## src/rtl/gf180mcu_rstseq_pkg.sv

```systemverilog
// Shared types for the reset-release sequencer: state encodings and counter sizing.
`timescale 1ns/1ps
package gf180mcu_rstseq_pkg;

  localparam int ST_W = 3;

  typedef enum logic [ST_W-1:0] {
    ST_RESET = 3'd0,
    ST_HOLD  = 3'd1,
    ST_RUN   = 3'd2,
    ST_SOFT  = 3'd3,
    ST_ACKW  = 3'd4
  } state_e;

  // Counter must hold the larger of the two phase lengths without wrapping.
  function automatic int cnt_width(input int a, input int b);
    int m;
    m = (a > b) ? a : b;
    return $clog2(m + 1);
  endfunction

endpackage

```

## src/rtl/gf180mcu_rst_sync.sv

```systemverilog
// Release synchroniser: a shift chain fed with 1 and cleared asynchronously by rst,
// so assertion is immediate and release reaches sync_o after STAGES clock edges.
`timescale 1ns/1ps
module gf180mcu_rst_sync #(
  parameter int STAGES = 2
) (
  input  logic clk,
  input  logic rst,
  output logic sync_o
);

  logic [STAGES-1:0] sync_q;
  logic [STAGES-1:0] sync_d;

  always_comb begin
    sync_d = {sync_q[STAGES-2:0], 1'b1};
  end

  always_ff @(posedge clk or posedge rst) begin
    if (rst) begin
      sync_q <= '0;
    end else begin
      sync_q <= sync_d;
    end
  end

  assign sync_o = sync_q[STAGES-1];

endmodule

```

## src/rtl/gf180mcu_rst_release_seq.sv

```systemverilog
// Reset-release sequencer for negedge-clocked flop banks: async assert, synchronised and
// stretched release on CLK rise. Soft-reset handshake enabled by GF180MCU_RSTSEQ_SOFTRST_EN.
//
// state | meaning
// RESET | waiting for synchronised release, RN low
// HOLD  | RN held low for HOLD_CYCLES edges
// RUN   | RN high, normal operation
// SOFT  | soft-reset pulse, RN low for PULSE_CYCLES edges
// ACKW  | soft reset done, SACK high until SREQ drops
`timescale 1ns/1ps
module gf180mcu_rst_release_seq
  import gf180mcu_rstseq_pkg::*;
#(
  parameter int SYNC_STAGES  = 2,
  parameter int HOLD_CYCLES  = 8,
  parameter int PULSE_CYCLES = 4
) (
  input  logic            CLK,
  input  logic            RST,
  input  logic            SREQ,
  output logic            SACK,
  output logic            RN,
  output logic            READY,
  output logic [ST_W-1:0] STATE
);

  localparam int CNT_W = cnt_width(HOLD_CYCLES, PULSE_CYCLES);
  localparam logic [CNT_W-1:0] CNT_MAX   = {CNT_W{1'b1}};
  localparam logic [CNT_W-1:0] HOLD_LAST = CNT_W'(HOLD_CYCLES - 1);
`ifdef GF180MCU_RSTSEQ_SOFTRST_EN
  localparam logic [CNT_W-1:0] PULSE_LAST = CNT_W'(PULSE_CYCLES - 1);
`endif

  logic            sync_rel;
  logic [ST_W-1:0] state_q, state_d;
  logic [CNT_W-1:0] cnt_q, cnt_d;
  logic            rn_q, rn_d;
  logic            ready_q, ready_d;

  gf180mcu_rst_sync #(
    .STAGES (SYNC_STAGES)
  ) u_sync (
    .clk    (CLK),
    .rst    (RST),
    .sync_o (sync_rel)
  );

`ifdef GF180MCU_RSTSEQ_SOFTRST_EN
  logic soft_q, soft_d;
  logic sack_q, sack_d;
`else
  logic unused_sreq;
  assign unused_sreq = SREQ;
`endif

  always_comb begin
    state_d = state_q;
    cnt_d   = (cnt_q == CNT_MAX) ? cnt_q : cnt_q + 1'b1;
`ifdef GF180MCU_RSTSEQ_SOFTRST_EN
    soft_d  = soft_q;
`endif
    case (state_q)
      ST_RESET: begin
        cnt_d = '0;
        if (sync_rel) state_d = ST_HOLD;
      end
      ST_HOLD: begin
        if (cnt_q == HOLD_LAST) begin
          cnt_d = '0;
`ifdef GF180MCU_RSTSEQ_SOFTRST_EN
          // HOLD is shared by power-on release and soft reset; the flag picks the exit.
          state_d = soft_q ? ST_ACKW : ST_RUN;
`else
          state_d = ST_RUN;
`endif
        end
      end
      ST_RUN: begin
        cnt_d = '0;
`ifdef GF180MCU_RSTSEQ_SOFTRST_EN
        if (SREQ) begin
          state_d = ST_SOFT;
          soft_d  = 1'b1;
        end
`endif
      end
`ifdef GF180MCU_RSTSEQ_SOFTRST_EN
      ST_SOFT: begin
        if (cnt_q == PULSE_LAST) begin
          state_d = ST_HOLD;
          cnt_d   = '0;
        end
      end
      ST_ACKW: begin
        cnt_d  = '0;
        soft_d = 1'b0;
        if (!SREQ) state_d = ST_RUN;
      end
`endif
      default: begin
        state_d = ST_RESET;
        cnt_d   = '0;
`ifdef GF180MCU_RSTSEQ_SOFTRST_EN
        soft_d  = 1'b0;
`endif
      end
    endcase
  end

  // Outputs are registered from the next state so they change only on CLK rise.
  always_comb begin
`ifdef GF180MCU_RSTSEQ_SOFTRST_EN
    rn_d   = (state_d == ST_RUN) || (state_d == ST_ACKW);
    sack_d = (state_d == ST_ACKW);
`else
    rn_d   = (state_d == ST_RUN);
`endif
    ready_d = rn_q & rn_d;
  end

  always_ff @(posedge CLK or posedge RST) begin
    if (RST) begin
      state_q <= ST_RESET;
      cnt_q   <= '0;
      rn_q    <= 1'b0;
      ready_q <= 1'b0;
`ifdef GF180MCU_RSTSEQ_SOFTRST_EN
      soft_q  <= 1'b0;
      sack_q  <= 1'b0;
`endif
    end else begin
      state_q <= state_d;
      cnt_q   <= cnt_d;
      rn_q    <= rn_d;
      ready_q <= ready_d;
`ifdef GF180MCU_RSTSEQ_SOFTRST_EN
      soft_q  <= soft_d;
      sack_q  <= sack_d;
`endif
    end
  end

  assign RN    = rn_q;
  assign READY = ready_q;
  assign STATE = state_q;
`ifdef GF180MCU_RSTSEQ_SOFTRST_EN
  assign SACK  = sack_q;
`else
  assign SACK  = 1'b0;
`endif

endmodule

```

## config.mk

```make
export PLATFORM = sky130hd
export DESIGN_NAME = gf180mcu_rst_release_seq
export DESIGN_NICKNAME = d
export VERILOG_FILES = /design/src/rtl/gf180mcu_rstseq_pkg.sv /design/src/rtl/gf180mcu_rst_sync.sv /design/src/rtl/gf180mcu_rst_release_seq.sv
export SDC_FILE = /design/constraint.sdc
export NUM_CORES = 1
export LEC_CHECK = 0
export CORE_AREA = 2 2 39 41
export DETAILED_ROUTE_END_ITERATION = 10
export DIE_AREA = 0 0 41 43
export PLACE_DENSITY = 0.58
export SLEW_MARGIN = 20
export SYNTH_ARGS = -nofsm -noshare
export SYNTH_HDL_FRONTEND = slang
export SYNTH_SLANG_ARGS = --single-unit
```

## constraint.sdc

```tcl
create_clock -name CLK -period 1.8 [get_ports CLK]
set_input_delay 0.18 -clock CLK [delete_from_list [all_inputs] [get_ports CLK]]
set_output_delay 0.18 -clock CLK [all_outputs]
set_load 0.01 [all_outputs]
```

# Word level (Yosys, flattened, before mapping)
# Index checks and enable logic that the tools add are counted.
word_totals:
  ff_bits: 11
  output_inout_bits: 6
  inputBits: 3
  wordCells: 20
classes:
  muxes: 6
  reduce_logical: 1
  n_bitwise: 1
  add_sub_neg: 1
  n_eq_ne: 6
ops:
  columns: ["cell", "count"]
  rows:
  - ["$mux 4", 3]
  - ["$pmux 3 s3", 1]
  - ["$eq 3x2->1 const B", 2]
  - ["$mux 3", 2]
  - ["$add 4x1->4 const B", 1]
  - ["$eq 4x3->1 const B", 1]
  - ["$eq 4x4->1 const B", 1]
  - ["$eq 3x1->1 const B", 1]
  - ["$logic_not 3->1", 1]
  - ["$ne 3x3->1 const B", 1]
  - ["$and 1x1->1", 1]

# Depth between registers and ports, before layout
# Gate-level depths: netlist of run 1.
depth:
  depth_word: 5
  depth_mapped: 3
  ltp_nobuf: 3

# By module
# A second synthesis of run 1 with hierarchy kept.
hier_totals:
  hier_cells: 42
  hier_area_um2: 511.7
by_module_without_submodules:
  columns: ["module", "seq_area_each_um2", "area_per_inst_um2", "instances", "cells_per_inst"]
  rows:
  - ["gf180mcu_rst_release_seq", 225.2, 454.2, 1, 38]
  - ["gf180mcu_rst_sync", 50.0, 57.6, 1, 4]

# Worst setup path before layout of run 1
# No wires, ideal clock.
synth_timing:
  kind: "flip-flop to flip-flop"
  start: "register cnt_q[0]"
  end: "register state_q[0] (netlist: STATE[0])"
  arrival_time_ns: 1.195
  synth_period_minus_slack_ns: 1.317
  setup_ns: 0.122
  slack_ns: 0.483
  stages_incl_launch_ff: 4
  cell_sequence: "dfrtp_1 -> ha_1 -> and3b_1 -> a2111oi_1"
synth_between:
  elab_chain_cells: 3
synth_lines:
  columns: ["item", "line", "text"]
  rows:
  - ["from (decl)", "gf180mcu_rst_release_seq.sv:36", "logic [CNT_W-1:0] cnt_q, cnt_d;"]
  - ["from (signal assigned)", "gf180mcu_rst_release_seq.sv:133", "cnt_q <= cnt_d;"]
  - ["$eq 4x3->1", "gf180mcu_rst_release_seq.sv:68", "if (cnt_q == HOLD_LAST) begin"]
  - ["$mux 3", "gf180mcu_rst_release_seq.sv:68", null]
  - ["$pmux 3 s3", "gf180mcu_rst_release_seq.sv:62", "case (state_q)"]
  - ["net state_d[0]", "gf180mcu_rst_release_seq.sv:35", "logic [ST_W-1:0] state_q, state_d;"]
  - ["to (signal assigned)", "gf180mcu_rst_release_seq.sv:132", "state_q <= state_d;"]
  - ["to (decl)", "gf180mcu_rst_release_seq.sv:35", null]
# The timed path passes the listed nets, and every way through them passes these cells.
# A chain may end at the register's enable or synchronous reset.

# Final worst setup path of run 1
layout_timing:
  start: "register state_q[2] (netlist: STATE[2])"
  end: "output STATE[2]"
layout_lines:
  columns: ["item", "line", "text"]
  rows:
  - ["to (decl)", "gf180mcu_rst_release_seq.sv:24", "output logic [ST_W-1:0] STATE"]
# No word-level cell between the ends.

==> results of run 1 <==
==> logic make-up after synthesis <==
kind of cell	share of synthesized area, %
and+or+nand+nor	23.7
DFF	56.1
AOI/OAI and AO/OA	8.42
buffers and inverters	3.32
muxes	4.34
other	1.53
adders and majority gates	2.55
==> path summary, 6_finish.rpt <==
path                                         end  slack (ns)  depth (start not counted)             start
worst min register to register  u_sync.sync_q[1]        0.36                          0  u_sync.sync_q[0]
worst min-delay path                    cnt_q[1]        0.18                          2               RST
worst max register to register          STATE[0]        0.34                          3          cnt_q[0]
min in group CLK                u_sync.sync_q[1]        0.36                          0  u_sync.sync_q[0]
max in group asynchronous               STATE[1]        1.33                          2               RST
worst max-delay path                    STATE[2]        0.24                          1          STATE[2]
==> layout make-up <==
| type | instances | area (um2) | area share (%) |
|---|---|---|---|
| well taps | 16 | 20.0 | 3.40 |
| clock buffers | 4 | 26.3 | 4.47 |
| flip-flops and latches | 11 | 275 | 46.8 |
| multi-input cells | 28 | 203 | 34.5 |
| inverters | 1 | 3.75 | 0.638 |
| repair buffers | 6 | 60.1 | 10.2 |
==> state kept, by name (all words and copies together) (netlist names) <==
register	cells
RN	1
STATE	3
READY	1
cnt_q	4
u_sync.sync_q	2
==> power by group through the flow <==
stage	clock, uW	sequential, uW	combinational, uW
2_1_floorplan	0	266	17.8
3_3_place_gp	0	266	26.8
3_5_place_dp	0	267	27.3
4_1_cts	175	262	27.3
5_1_grt	184	263	30.2
6_report	170	262	26.9
==> cells in the final DEF (no fill, tap or decap), types with 2 or more instances in the layout <==
master | netlist | layout
clkbuf_4 | 0 | 3
clkdlybuf4s50_1 | 0 | 6
conb_1 | 2 | 3
dfrtp_1 | 11 | 11
nand2b_1 | 2 | 2
nand3_1 | 2 | 2
nor2_1 | 2 | 2
nor4bb_1 | 2 | 2
o22ai_1 | 3 | 3
==> per-layer routing <==
metal | GRT usage, % | part of all wire (%) | vias up
li1 | - | - | 167
met1 | 14.5 | 41 | 168
met2 | 17.2 | 51 | 8
met3 | 3.14 | 4.0 | 3
met4 | 10.0 | 3.3 | 0
met5 | 0 | 0 | -
==> metrics by stage <==
stage | cells | util, %
finish | 66 | 42.5
global placement | 62 | 40.6
detailed placement | 62 | 40.6
CTS | 66 | 42.5
floorplan | 42 | -
global route | 66 | 42.5
==> worst register-to-register path, delay by kind of cell, from the launching register on <==
kind,cells,cell delay [ns]
AND/OR/NAND/NOR,1,0.24
flip-flops,1,0.41
AO/OA/AOI/OAI,1,0.39
adder cells (fa/ha/maj),1,0.30
==> metrics, run 1 <==
outcome finished clean; share of total power in combinational logic 5.9%; Critical path buffers and inverters 1; setup slack of the critical path after layout 0.242 ns; DRC violations left 0; I/O Buffers 6; CTS H-tree depth 1; worst ir drop on vdd 0.353 mV; Setup CP Type reg -> out; Detail Route Antenna Nets 0; clock latency at the later pin of the worst-skew pair 0.27 ns; initial core utilization 35.4%; Die Area 1760 um2; fraction of power consumed by sequential logic 57.1%; count of distinct cell types in the synthesized netlist 24; power density relative to cell area 780 nW/um2; smallest hold slack 0.183 ns; count of max-cap constraint violations 0; switching power 104 uW; cell taking the most area after synthesis dfrtp_1; maximum clock frequency 0.642 GHz; CTS hold repair buffers 0; cell type of the slowest stage on the worst timing path clkdlybuf4s50_1; antenna diode instance count 0; Nets 55; startpoint type of the worst setup path flip-flop; final number of max-transition violations 0; relative contribution of the clock network to total power 37.0%; Detailed Routing Iterations Pass 1 1; async set-reset flop share out of synthesis 100%; Post-synth top cells 11 x dfrtp_1, 3 x o22ai_1; drt wl/cell 12.4 um; GP Congestion 0.724; starting DRC count in detailed routing 0; maximum number of pins on one net before global-route repair 12; layout overhead on the synthesized area 19.9%; vias in the first global route 327; share of Yosys cell area claimed by the top area cell type 56.1%; critical path peak fanout 10; sequential-to-total area share from yosys stat 56.1%; Setup violations, final 0; Top delay family on crit path buffers and inverters; fin crit share 86.6%; leak pwr 0.000264 uW; number of enable-type register cells in the synthesized netlist 0; via count 346; die height 43 um; Overall Power 459 uW; detailed-route vias per instance 5.24; critical path cell sequence clkdlybuf4s50_1; synthesized area per cell 12.0 um2; unrepaired setup endpoints after global routing no; Crit path largest cell delay 0.60 ns; buffer cell driving the clock tree root clkbuf_4; final instance area 588 um2; grt total ovfl 0; Worst-path clk slew 0.07 ns; flops & latches, synth 11; gate count of the mapped netlist 41; placed cell areas 562 um2; cell area after technology mapping 490 um2; initial antenna violation count 0; Arr. time, crit path 1.38 ns; wire length of the first global-routing pass 1350 um; final critical-path required period 1.56 ns; post-route clock skew 0.00199 ns; layout cell share with drive strength beyond 1 10.0%; total global-route track usage 12.1%; clock sink total 11; number of fill cells in the layout 131; count of boundary I/O pins 9; routed wire length 818 um; switching portion of total power 22.8%; placeable core region 1380 um2; count of final hold-check violations 0; cell-internal power 355 uW; clock tree from TritonCTS done; Worst setup EP type output port; setup total negative slack 0 ns; most used standard cell by instance count after synthesis dfrtp_1; Main synth FF type dfrtp_1; number of buffers inserted to repair setup after CTS 0; Synthesis Warnings 0; worst hold path class in -> async; Row Count 14; top area cells in the synthesized netlist dfrtp_1 56%, nor4bb_1 4.1%, o22ai_1 3.8%; dpl hpwl 596 um; TritonCTS buffer count 3; Data required, critical path 1.62 ns; post-cts repair resize count 0; Post-Place Worst Slack 0.370 ns; CTS Buffer Depth 2; die extent in x 41 um
No activity file was read; power rests on OpenSTA's default activity.
==> inputs of run 2 (changes only) <==
- CTS_BUF_LIST: not set -> sky130_fd_sc_hd__clkbuf_4 sky130_fd_sc_hd__clkbuf_8
==> metrics, run 2 (synthesis results as in run 1) <==
outcome finished clean; Worst-path clk slew 0.07 ns; Detail Route Antenna Nets 0; critical path cell sequence clkdlybuf4s50_1; fin crit share 86.6%; leak pwr 0.000267 uW; final number of max-transition violations 0; relative contribution of the clock network to total power 38.9%; CTS hold repair buffers 0; layout overhead on the synthesized area 20.7%; commonest cells after routing, fill and taps aside 11 x dfrtp_1, 6 x clkdlybuf4s50_1, 4 x clkbuf_4, 3 x conb_1, 3 x o22ai_1; DRC violations left 0; critical path peak fanout 10; dpl hpwl 596 um; Arr. time, crit path 1.38 ns; post-route clock skew 0.00302 ns; vias in the first global route 331; count of final hold-check violations 0; CTS Buffer Depth 2; cell depth of the worst setup path 1; wire length of the first global-routing pass 1370 um; grt total ovfl 0; share of total power in combinational logic 5.7%; number of flip-flops under the largest register name 4; number of cells on the worst reg-to-reg path 3; clock latency at the later pin of the worst-skew pair 0.27 ns; most common cell after layout, fill and taps aside dfrtp_1; switching power 104 uW; number of buffers inserted to repair setup after CTS 0; TritonCTS buffer count 3; drt wl/cell 12.3 um; Nets 55; antenna diode instance count 0; initial antenna violation count 0; worst hold path class in -> async; die extent in x 41 um; power density relative to cell area 800 nW/um2; Row Count 14; worst ir drop on vdd 0.405 mV; initial core utilization 35.4%; I/O Buffers 6; setup total negative slack 0 ns; maximum clock frequency 0.641 GHz; count of boundary I/O pins 9; Detailed Routing Iterations Pass 1 3; switching portion of total power 21.9%; Critical path origin STATE[2]; cell type of the slowest stage on the worst timing path clkdlybuf4s50_1; Die Area 1760 um2; unrepaired setup endpoints after global routing no; layout cell share with drive strength beyond 1 12.0%; RR Startpoint cnt_q[0]; smallest hold slack 0.183 ns; post-cts repair resize count 0; CTS H-tree depth 1; Critical path buffers and inverters 1; startpoint type of the worst setup path flip-flop; largest reg by FF count cnt_q; clock sink total 11; Worst setup EP type output port; routed wire length 814 um; total global-route track usage 12.3%; final critical-path required period 1.56 ns; Setup violations, final 0; detailed-route vias per instance 5.18; maximum number of pins on one net before global-route repair 12; GP Congestion 0.724; number of fill cells in the layout 131; fraction of power consumed by sequential logic 55.4%; cell-internal power 370 uW; starting DRC count in detailed routing 1; die height 43 um; Crit path largest cell delay 0.60 ns; count of max-cap constraint violations 0; via count 342; Top delay family on crit path buffers and inverters; buffer cell driving the clock tree root clkbuf_4; clock tree from TritonCTS done; Data required, critical path 1.62 ns; placeable core region 1380 um2; Setup CP Type reg -> out
==> run 2: final timing paths <==
kind / slack [ns] / endpoint
min reg2reg: 0.36 / u_sync.sync_q[1]
min: 0.18 / cnt_q[1]
min in group CLK: 0.36 / u_sync.sync_q[1]
max in group asynchronous: 1.33 / RN
max: 0.24 / STATE[2]
max reg2reg: 0.34 / STATE[0]
==> run 2: cell type report <==
cell class	count	area [um2]	area share (%)
Tap cell	16	20.0	3.38
Inverter	1	3.75	0.634
Timing Repair Buffer	6	60.1	10.1
Multi-Input combinational cell	28	203	34.2
Clock buffer	4	30.0	5.07
Sequential cell	11	275	46.5
==> run 2: layer usage <==
layer	part of all wire, %	track usage, %	up-vias
li1	-	-	166
met1	42	14.4	165
met2	51	17.8	8
met3	3.9	3.14	3
met4	3.3	10.0	0
met5	0	0	-
==> run 2: through the flow <==
step / std cells / power, uW / setup slack (ns) / utilization, % / instance area, um2
2_1_floorplan: 42 / 283 / 0.483 / - / 494
3_3_place_gp: 62 / 293 / 0.380 / 40.6 / 562
4_1_cts: 66 / 482 / 0.243 / 42.8 / 592
5_1_grt: 66 / 496 / 0.205 / 42.8 / 592
6_report: 66 / 473 / 0.241 / 42.8 / 592
3_5_place_dp: 62 / 294 / 0.370 / 40.6 / 562
==> run 2: power groups by stage <==
stage          clock network (uW)  logic [uW]  registers, uW
6_report                      184        26.8            262
5_1_grt                       203        30.2            263
4_1_cts                       193        27.4            262
3_5_place_dp                    0        27.3            267
3_3_place_gp                    0        26.8            266
2_1_floorplan                   0        17.8            266
==> inputs of run 3 (changes only) <==
- PLACE_DENSITY: 0.58 -> 0.59
- SYNTH_HIERARCHICAL: not set -> 1
==> metrics, run 3 <==
final instance area 613 um2; sequential-to-total area share from yosys stat 53.8%; count of max-cap constraint violations 0; maximum clock frequency 0.631 GHz; number of buffers inserted to repair setup after CTS 0; layout overhead on the synthesized area 19.8%; cell taking the most area after synthesis dfrtp_1; unrepaired setup endpoints after global routing no; via count 348; final critical-path required period 1.59 ns; placed instance count 63; Worst-path clk slew 0.07 ns; dpl hpwl 613 um; number of flip-flops under the largest register name 4; CTS Buffer Depth 2; commonest cells after routing, fill and taps aside 11 x dfrtp_1, 6 x clkdlybuf4s50_1, 4 x clkbuf_4; synthesized area per cell 12.2 um2; grt total ovfl 0; placed cell areas 583 um2; vias in the first global route 336; final number of max-transition violations 0; TritonCTS buffer count 3; Setup violations, final 0; share of total power in combinational logic 6.1%; Top delay family on crit path buffers and inverters; antenna diode instance count 0; most used standard cell by instance count after synthesis dfrtp_1; power density relative to cell area 770 nW/um2; CTS H-tree depth 1; Data required, critical path 1.62 ns; most common cell after layout, fill and taps aside dfrtp_1; async set-reset flop share out of synthesis 100%; count of boundary I/O pins 9; count of distinct cell types in the synthesized netlist 23; Synthesis Warnings 6; worst ir drop on vdd 0.388 mV; Post-synth top cells 11 x dfrtp_1, 3 x nor4bb_1, 3 x o22ai_1; startpoint type of the worst setup path flip-flop; Critical path buffers and inverters 1; maximum number of pins on one net before global-route repair 12; Crit path largest cell delay 0.60 ns; final core utilization 44.3%; wire length of the first global-routing pass 1390 um; Detail Route Antenna Nets 0; post-cts repair resize count 0; switching power 102 uW; clock sink total 11; Overall Power 472 uW; DRC violations left 0; largest reg by FF count cnt_q; setup total negative slack 0 ns; non-filler cells in the finished layout 67; routed wire length 815 um; switching portion of total power 21.6%; Main synth FF type dfrtp_1; count of final hold-check violations 0; starting DRC count in detailed routing 4; top area cells in the synthesized netlist dfrtp_1 54%, nor4bb_1 5.9%, mux2_2 4.4%; leak pwr 0.000269 uW; flops & latches, synth 11; initial core utilization 37.0%; Worst setup EP type output port; cell area after technology mapping 512 um2; share of Yosys cell area claimed by the top area cell type 53.8%; Die Area 1760 um2; buffer cell driving the clock tree root clkbuf_4; relative contribution of the clock network to total power 38.3%; post-route clock skew 0.000578 ns; critical path peak fanout 11; placeable core region 1380 um2; outcome finished clean; GP Congestion 0.785; I/O Buffers 6; Setup CP Type reg -> out; layout cell share with drive strength beyond 1 17.6%; clock latency at the later pin of the worst-skew pair 0.26 ns; fin crit share 88.1%; critical path cell sequence clkdlybuf4s50_1; worst hold path class in -> async; Nets 56; cell-internal power 370 uW; clock tree from TritonCTS done; total global-route track usage 12.1%; initial antenna violation count 0; number of enable-type register cells in the synthesized netlist 0; die height 43 um; Detailed Routing Iterations Pass 1 2; Arr. time, crit path 1.41 ns; gate count of the mapped netlist 42; detailed-route vias per instance 5.19; die extent in x 41 um; fraction of power consumed by sequential logic 55.6%; drt wl/cell 12.2 um; Row Count 14; CTS hold repair buffers 0; cell type of the slowest stage on the worst timing path clkdlybuf4s50_1
[run 3: kinds of logic after synthesis]
group / after synthesis / share of synthesized area (%)
simple gates: 16 / 24.9
compound gates: 6 / 9.05
buf+inv: 4 / 3.91
other cells: 2 / 1.47
fa+ha+maj: 1 / 2.44
flops: 11 / 53.8
mux: 2 / 4.40
[run 3: power by group through the flow]
| stage | Clock (uW) | Sequential (uW) | Combinational (uW) |
|---|---|---|---|
| 2_1_floorplan | 0 | 265 | 21.9 |
| 3_3_place_gp | 0 | 267 | 28.1 |
| 3_5_place_dp | 0 | 267 | 29.3 |
| 4_1_cts | 184 | 262 | 29.5 |
| 5_1_grt | 197 | 264 | 31.8 |
| 6_report | 181 | 263 | 28.6 |
[run 3: layer usage]
| layer | track usage [%] | vias to the layer above | share of wire (%) |
|---|---|---|---|
| met1 | 15.3 | 170 | 44 |
| met2 | 16.6 | 8 | 51 |
| li1 | - | 170 | - |
| met3 | 4.71 | 0 | 4.7 |
| met5 | 0 | - | 0 |
| met4 | 8.00 | 0 | 0 |
[run 3: area by class of cell]
cell class                      count  area, um2
Clock buffer                        4       30.0
Fill cell                         135        771
Inverter                            2       7.51
Multi-Input combinational cell     28        220
Sequential cell                    11        275
Tap cell                           16       20.0
Timing Repair Buffer                6       60.1
[run 3: final timing paths]
kind	startpoint	to	slack [ns]	depth (start not counted)
worst max-delay path	STATE[2]	STATE[2]	0.21	1
worst min-delay path	RST	u_sync/sync_q[0]	0.1	2
worst max register to register	cnt_q[0]	STATE[0]	0.44	3
worst min register to register	u_sync/sync_q[0]	u_sync/sync_q[1]	0.36	0
max in group asynchronous	RST	READY	1.34	2
min in group CLK	u_sync/sync_q[0]	u_sync/sync_q[1]	0.36	0
[run 3: per-stage QoR]
stage          setup WS [ns]  hold WS, ns
2_1_floorplan          0.520      -0.0788
3_3_place_gp           0.463        0.341
3_5_place_dp           0.445        0.346
4_1_cts                0.217        0.101
5_1_grt                0.152        0.119
6_report               0.214       0.0985
